--- config.mk ---
export PLATFORM = sky130hd
export DESIGN_NAME = branch_comp_seq
export DESIGN_NICKNAME = d
export VERILOG_FILES = /design/src/rtl/branch_comp_seq.sv
export SDC_FILE = /design/constraint.sdc
export NUM_CORES = 1
export LEC_CHECK = 0
export ABC_AREA = 1
export BUFFER_PORTS_ARGS = -buffer_cell sky130_fd_sc_hd__buf_2
export CELL_PAD_IN_SITES_DETAIL_PLACEMENT = 2
export CELL_PAD_IN_SITES_GLOBAL_PLACEMENT = 2
export CORE_ASPECT_RATIO = 0.75
export CORE_UTILIZATION = 37
export DETAILED_ROUTE_END_ITERATION = 7
export MAX_ROUTING_LAYER = met4
export PLACE_DENSITY = 0.88
export SYNTH_ARGS = -nofsm -noshare
export SYNTH_HDL_FRONTEND = slang
export SYNTH_SLANG_ARGS = --single-unit
--- constraint.sdc ---
create_clock -name clk -period 4.7 [get_ports clk]
set_input_delay 0.47 -clock clk [delete_from_list [all_inputs] [get_ports clk]]
set_output_delay 0.47 -clock clk [all_outputs]
set_load 0.005 [all_outputs]
--- src/rtl/branch_comp_seq.sv ---
// Multi-cycle branch comparator: walks operands CHUNK bits per cycle from the MSB end, then holds BrEq/BrLT/BrTaken until taken.
// Latency 1..NCHUNK cycles with BRANCH_COMP_EARLY_EXIT_EN defined, fixed NCHUNK otherwise; start_ready only in IDLE, result held until result_ready.
module branch_comp_seq #(
   parameter int XLEN  = 32,
   parameter int CHUNK = 8
) (
   input  logic            clk,
   input  logic            rst_n,
   input  logic            flush,
   input  logic            start_valid,
   output logic            start_ready,
   input  logic [XLEN-1:0] A_in,
   input  logic [XLEN-1:0] B_in,
   input  logic [2:0]      funct3,
   output logic            result_valid,
   input  logic            result_ready,
   output logic            BrEq,
   output logic            BrLT,
   output logic            BrTaken,
   output logic            BrIllegal,
   output logic            busy
);

   localparam int NCHUNK = XLEN / CHUNK;
   localparam int IW     = (NCHUNK > 1) ? $clog2(NCHUNK) : 1;
   localparam logic [IW-1:0] LAST_IDX = IW'(NCHUNK - 1);

   typedef enum logic [1:0] {IDLE, CMP, DONE} state_t;

   state_t            state, stateNext;
   logic [XLEN-1:0]   aReg, bReg, aSh, bSh;
   logic [2:0]        f3Reg;
   logic [IW-1:0]     idx;
   logic [CHUNK-1:0]  aChunk, bChunk;
   logic              chunkNe, chunkLT, isFinal, resEq, resLT;
   logic              accept, finishCmp, takenNext, illNext;

   assign accept    = (state == IDLE) && start_valid && !flush;
   assign finishCmp = (state == CMP) && isFinal && !flush;

   // Bring the current chunk to the top; in signed mode flip the sign bit so an unsigned compare orders it correctly.
   always_comb begin
      aSh    = aReg << (32'(idx) * CHUNK);
      bSh    = bReg << (32'(idx) * CHUNK);
      aChunk = aSh[XLEN-1 -: CHUNK];
      bChunk = bSh[XLEN-1 -: CHUNK];
      if (idx == '0 && !f3Reg[1]) begin
         aChunk[CHUNK-1] = ~aChunk[CHUNK-1];
         bChunk[CHUNK-1] = ~bChunk[CHUNK-1];
      end
      chunkNe = (aChunk != bChunk);
      chunkLT = (aChunk < bChunk);
   end

`ifdef BRANCH_COMP_EARLY_EXIT_EN
   assign isFinal = chunkNe || (idx == LAST_IDX);
   assign resEq   = !chunkNe;
   assign resLT   = chunkLT;
`else
   logic decided, decLT;

   assign isFinal = (idx == LAST_IDX);
   assign resEq   = !decided && !chunkNe;
   assign resLT   = decided ? decLT : chunkLT;

   // The first differing chunk decides the outcome; later chunks only burn cycles.
   always_ff @(posedge clk or negedge rst_n) begin
      if (!rst_n) begin
         decided <= 1'b0;
         decLT   <= 1'b0;
      end else if (accept || flush) begin
         decided <= 1'b0;
         decLT   <= 1'b0;
      end else if (state == CMP && !decided && chunkNe) begin
         decided <= 1'b1;
         decLT   <= chunkLT;
      end
   end
`endif

   always_comb begin
      takenNext = 1'b0;
      illNext   = 1'b0;
      case (f3Reg)
         3'b000:         takenNext = resEq;
         3'b001:         takenNext = !resEq;
         3'b100, 3'b110: takenNext = resLT;
         3'b101, 3'b111: takenNext = !resLT;
         default:        illNext   = 1'b1;
      endcase
   end

   always_ff @(posedge clk or negedge rst_n) begin
      if (!rst_n) state <= IDLE;
      else        state <= stateNext;
   end

   always_comb begin
      stateNext = state;
      if (flush) begin
         stateNext = IDLE;
      end else begin
         case (state)
            IDLE:    if (start_valid) stateNext = CMP;
            CMP:     if (isFinal)     stateNext = DONE;
            DONE:    if (result_ready) stateNext = IDLE;
            default: stateNext = IDLE;
         endcase
      end
   end

   always_comb begin
      start_ready  = (state == IDLE);
      busy         = (state != IDLE);
      result_valid = (state == DONE);
   end

   always_ff @(posedge clk or negedge rst_n) begin
      if (!rst_n) begin
         aReg      <= '0;
         bReg      <= '0;
         f3Reg     <= '0;
         idx       <= '0;
         BrEq      <= 1'b0;
         BrLT      <= 1'b0;
         BrTaken   <= 1'b0;
         BrIllegal <= 1'b0;
      end else begin
         if (accept) begin
            aReg  <= A_in;
            bReg  <= B_in;
            f3Reg <= funct3;
         end
         if (accept || flush || finishCmp) idx <= '0;
         else if (state == CMP)            idx <= idx + 1'b1;
         if (finishCmp) begin
            BrEq      <= resEq;
            BrLT      <= resLT;
            BrTaken   <= takenNext;
            BrIllegal <= illNext;
         end
      end
   end

endmodule

# Yosys cells after proc, flatten, opt, wreduce, memory -nomap -nowiden
# Cells that the tools add are included.
[word_totals] elab_cells=71 input_bits=72 regBits=77 out_inout_bits=7
[op_classes] bitwise_logic=2 eq_ne=12 n_mux=16 shift=2 add_sub_neg=1 reduce_logical=26 magnitude_cmp=1
[ops] cell="32-bit by 5-bit left shift with 32-bit output" n=2
[ops] cell="3-bit == test, second input constant" n=4
[ops] cell="2-bit two-way mux" n=6
[ops] cell="1-bit logical AND" n=8
[ops] cell="8-bit < comparator" n=1
[ops] cell="1-bit two-way mux" n=8
[ops] cell="8-bit inequality test" n=1
[ops] cell="1-bit logical NOT" n=6
[ops] cell="3-bit inequality test, second input constant" n=2
[ops] cell="2-bit case mux with 3 select lines" n=1
[ops] cell="2-bit nonzero test" n=3
[ops] cell="6-bit OR reduction" n=1
[ops] cell="2-bit == test, second input constant" n=2
[ops] cell="2-bit logical NOT" n=2
[ops] cell="1-bit case mux with 4 select lines" n=1
[ops] cell="2-bit OR reduction" n=2
[ops] cell="3-bit by 1-bit == test with 1-bit output, second input constant" n=1
[ops] cell="3-bit logical NOT" n=1
[ops] cell="3-bit by 2-bit inequality test with 1-bit output, second input constant" n=1
[ops] cell="3-bit AND reduction" n=1
[ops] cell="2-bit by 1-bit adder with 2-bit output, second input constant" n=1
[ops] cell="2-bit by 1-bit == test with 1-bit output, second input constant" n=1
[ops] cell="1-bit logical OR" n=2
[ops] cell="1-bit inverter" n=2

# Logic depth before layout (Yosys ltp)
[logic_depth] word_depth=8 depth_mapped=18 depth_no_buf=16

# Least setup slack after synthesis
# No wires, ideal clock.
[synth_timing] path_type="register to register" startpoint="register idx[0]" endpoint="register BrLT" n_path_buf=2 t_arrival_ns=2.198 setup_ns=0.125 path_stages_with_launch=15 period_less_slack_ns=2.323 setup_slack_ns=2.377 required_ns=4.575 cell_sequence="dfrtp_1 buf_2 inv_1 buf_2 ha_1 inv_1 nor2_1 xor2_1 ha_1 nand2_1 nor2_1 nand2_1 nand3_1 nand2_1 mux2_2"
[synth_between] elab_chain_cells=5 word_cells_on_any_way=13 cone_classes="order compare: 1; eq/ne: 1; shift: 2; mux: 3; bitwise: 2; reduce/logical: 4"
[synth_rtl] item="start: declaration" line_no="33" source="logic [IW-1:0] idx;"
[synth_rtl] item="start signal: assignment" line_no="135" source="else if (state == CMP) idx <= idx + 1'b1;"
[synth_rtl] item="32-bit by 5-bit left shift with 32-bit output, or another cell as far along" line_no="43" source="aSh = aReg << (32'(idx) * CHUNK);"
[synth_rtl] item="1-bit inverter, or another cell as far along" line_no="48" source="aChunk[CHUNK-1] = ~aChunk[CHUNK-1];"
[synth_rtl] item="1-bit two-way mux" line_no="47" source="if (idx == '0 && !f3Reg[1]) begin"
[synth_rtl] item="8-bit < comparator" line_no="52" source="chunkLT = (aChunk < bChunk);"
[synth_rtl] item="1-bit two-way mux" line_no="64" source="assign resLT = decided ? decLT : chunkLT;"
[synth_rtl] item="end signal: assignment" line_no="138" source="BrLT <= resLT;"
[synth_rtl] item="end: declaration" line_no="18" source="output logic BrLT,"
# Parallel ways exist; a longest one is shown, timed or not.
# A chain may end at the register's enable or synchronous reset.

# Final worst setup path
[layout_timing] startpoint="register idx[1]" endpoint="register BrLT"
# Same word-level chain as after synthesis.

==> results_tabular.tex <==
\begin{tabular}{lr}
\hline
Metric & Value \\
\hline
\multicolumn{2}{l}{\textbf{Timing}} \\
\quad Setup repair after global routing missed its margin & false \\
\quad Slew of the pin with the lowest slew margin & 997 ps \\
\quad Final hold violation count & 0 \\
\quad Relative slew margins & 33.5\% \\
\quad Highest clock rate & 0.326 GHz \\
\quad Maximum clock skew at final layout & 6.34 ps \\
\quad Final Max Slew Viols & 0 \\
\quad Minimum period implied by the final worst setup slack & 3070 ps \\
\quad Period Utilization, post-route & 65.3\% \\
\quad Setup\_tns & 0 ps \\
\quad Setup-violating endpoint count in the final report & 0 \\
\multicolumn{2}{l}{\textbf{Setup path}} \\
\quad Cell-by-cell listing of the critical path & inv\_1 > ha\_1 > inv\_1 > nor2\_1 > xor2\_1 > ha\_1 > nand2\_1 > nor2\_1 > nand2\_1 > nand3\_1 > nand2\_1 > mux2\_2 \\
\quad Largest fanout of any net on the critical path & 24 \\
\quad Crit path largest cell delay & 600 ps \\
\quad Type of the setup path with the least slack & reg2reg \\
\quad Master of the slowest instance on the critical path & inv\_1 \\
\quad CP Launch Type & flop \\
\quad Worst endpoint required time & 4920 ps \\
\quad Data arrival at the endpoint of the critical path & 3290 ps \\
\quad Most used cell along the critical path & nand2\_1 \\
\quad Largest delay contributor family on the critical path & simple AND/OR/NAND/NOR gates \\
\quad Endpoint type of the worst setup path & flop \\
\quad Worst path buffer plus inverter count & 2 \\
\multicolumn{2}{l}{\textbf{Power and ir drop}} \\
\quad Power density relative to cell area & 481 mW/mm² \\
\quad Leakage & 0.00246 µW \\
\quad Largest voltage drop on the vdd net & 0.232 mV \\
\quad Total power after layout & 2280 µW \\
\multicolumn{2}{l}{\textbf{Logic synthesis}} \\
\quad Net Count, Synth & 411 \\
\quad Sequential share of the synthesized area & 48.9\% \\
\quad Commonest register cell after synthesis & dfrtp\_1 \\
\quad Library cell occupying the most area in the post-synthesis netlist & dfrtp\_1 \\
\quad Avg Synthesized Cell Area & 12.0 µm² \\
\quad Cell types occupying the most area after synthesis & dfrtp\_1 49\%, mux2\_4 25\%, nand2\_1 4.2\% \\
\quad Post-synth EDFFs & 0 \\
\quad Async SR Flop Fraction & 100\% \\
\quad Count of cell types in the netlist & 26 \\
\quad Post-synthesis instance area & 0.00394 mm² \\
\quad Yosys top cell area share & 48.9\% \\
\quad Synthesized instance count & 329 \\
\quad Number of synthesized register bits & 77 \\
\quad Synth warnings & 0 \\
\multicolumn{2}{l}{\textbf{Min path}} \\
\quad Worst hold path type & in2async \\
\multicolumn{2}{l}{\textbf{Drt}} \\
\quad WL final & 10700 µm \\
\quad Metal3 WL & 410 µm \\
\quad Mean number of vias per cell & 5.07 \\
\quad Total iterations of the first detailed-routing run & 4 \\
\quad Routed wire length on met2 & 5420 µm \\
\quad Met1 layer wirelength in the final routing & 4760 µm \\
\quad Total vias in the final route & 2757 \\
\quad Highest signal layer in the routed design & met4 \\
\quad Residual DRC count & 0 \\
\quad Number of DRC markers after the initial detailed-route iteration & 92 \\
\quad Routed len/inst & 19.6 µm \\
\quad Antenna viol nets, final & 0 \\
\multicolumn{2}{l}{\textbf{Clock network}} \\
\quad CTS hold repair buffers & 0 \\
\quad Clock Latency Late Sink & 340 ps \\
\quad H-tree lvl count & 3 \\
\quad Clock buffer depth & 2 \\
\quad Clock tree from TritonCTS & done \\
\quad Number of sinks handled by clock tree synthesis & 77 \\
\quad \# resized after CTS & 0 \\
\quad Register clock-pin slew on the reported worst setup and hold paths & 60 ps \\
\quad Cell chosen for the clock root & clkbuf\_16 \\
\quad Post-CTS Setup Repair Bufs & 0 \\
\quad Total CTS buffers & 9 \\
\multicolumn{2}{l}{\textbf{Floorplan}} \\
\quad Core footprint & 0.0103 mm² \\
\quad X dimension of the die & 121 µm \\
\quad Die area & 0.0111 mm² \\
\quad Y dimension of the die & 91.4 µm \\
\quad Initial Util & 38.1\% \\
\quad Ports & 79 \\
\quad Core Rows & 32 \\
\multicolumn{2}{l}{\textbf{Placed design}} \\
\quad Number of input and output port buffers inserted & 78 \\
\quad Final HPWL DP & 7520 µm \\
\quad GP Congestion & 0.762 \\
\multicolumn{2}{l}{\textbf{Cells and area}} \\
\quad Total Nets Final & 485 \\
\quad Ant. Diodes & 0 \\
\quad Share of the core filled with cells & 45.8\% \\
\quad Fill cell total of the finished layout & 1062 \\
\quad Layout-stage area growth over the synthesis result & 20.2\% \\
\quad Leading cell types in the layout, fill and taps excluded & 77 x dfrtp\_1, 77 x buf\_2, 65 x mux2\_4 \\
\quad Share of post-route cells with drive strength above 1 & 40.7\% \\
\quad Area occupied by multi-input gates & 0.00183 mm² \\
\quad Flip-flop and latch area & 0.00193 mm² \\
\multicolumn{2}{l}{\textbf{Global route}} \\
\quad Initial antenna violation count & 0 \\
\quad Pin count of the biggest net entering global routing & 78 \\
\quad Wire length of the first global-routing pass & 17400 µm \\
\quad Vias in the first global route & 3188 \\
\quad Total global-route track usage & 21.7\% \\
\quad Remaining global-route overflow & 0 \\
\multicolumn{2}{l}{\textbf{Run}} \\
\quad Max-cap viol count & 0 \\
\multicolumn{2}{l}{\textbf{Status}} \\
\quad Status & complete, no violations \\
\hline
\end{tabular}
registers in the layout, indices dropped and copies added, names as in the netlist:
signal / flops
BrIllegal: 1
aReg: 32
bReg: 32
BrLT: 1
decLT: 1
state: 2
idx: 2
BrEq: 1
decided: 1
BrTaken: 1
f3Reg: 3
where the power goes:
part	internal [µW]	switching [µW]	total [µW]
logic	312	269	581
clock network	517	276	792
registers	798	107	906
per-layer routing:
metal,GRT usage (%),up-vias
met5,-,-
met4,4.94,0
met3,4.59,9
met2,36.7,59
met1,26.6,1405
li1,-,1284
Yosys cell counts, types with 2 or more instances:
| library cell | number |
|---|---|
| dfrtp_1 | 77 |
| mux2_4 | 65 |
| nand2_1 | 44 |
| nor2_1 | 28 |
| o21ai_0 | 22 |
| a21oi_1 | 17 |
| inv_1 | 17 |
| ha_1 | 10 |
| o22ai_1 | 9 |
| a32o_1 | 8 |
| buf_6 | 7 |
| clkbuf_1 | 6 |
| nand3_1 | 5 |
| buf_2 | 2 |
cell families after synthesis:
family	after synthesis	synth area share, %
compound gates	58	8.76
xor+xnor	2	0.445
fa+ha+maj	10	3.18
buf+inv	34	4.73
flops	77	48.9
mux	66	25.1
simple gates	82	8.92
area by class of cell:
| cell class | count | area share (%) |
|---|---|---|
| Tap cell | 136 | 3.59 |
| Inverter | 17 | 1.35 |
| Clock buffer | 9 | 4.76 |
| Timing Repair Buffer | 80 | 8.62 |
| Multi-Input combinational cell | 218 | 38.6 |
| Clock inverter | 7 | 2.40 |
| Sequential cell | 77 | 40.7 |
path summary, 6_finish.rpt:
path                                startpoint  cells past startpoint              endpoint  slack [ps]
max in group asynchronous                rst_n                      1  bReg[21]$_DFFE_PN0P_        3750
min                                      rst_n                      1  bReg[29]$_DFFE_PN0P_         260
max                         idx[1]$_DFFE_PN0P_                     12      BrLT$_DFFE_PN0P_        1630
min in group clk                  result_ready                      2  state[1]$_DFFE_PN0P_         360
min reg2reg                BrTaken$_DFFE_PN0P_                      2   BrTaken$_DFFE_PN0P_         500
max reg2reg                 idx[1]$_DFFE_PN0P_                     12      BrLT$_DFFE_PN0P_        1630
stage by stage:
stage               setup slack, ps  hold WS (ps)  cell area [µm²]  cells
floorplan                      2380           174             3940    329
global placement               1980           476             4400    528
detailed placement             1700           491             4400    528
CTS                            1620           334             4730    544
global route                   1330           355             4730    544
finish                         1630           260             4730    544
Power figures use the tool's default switching activity.
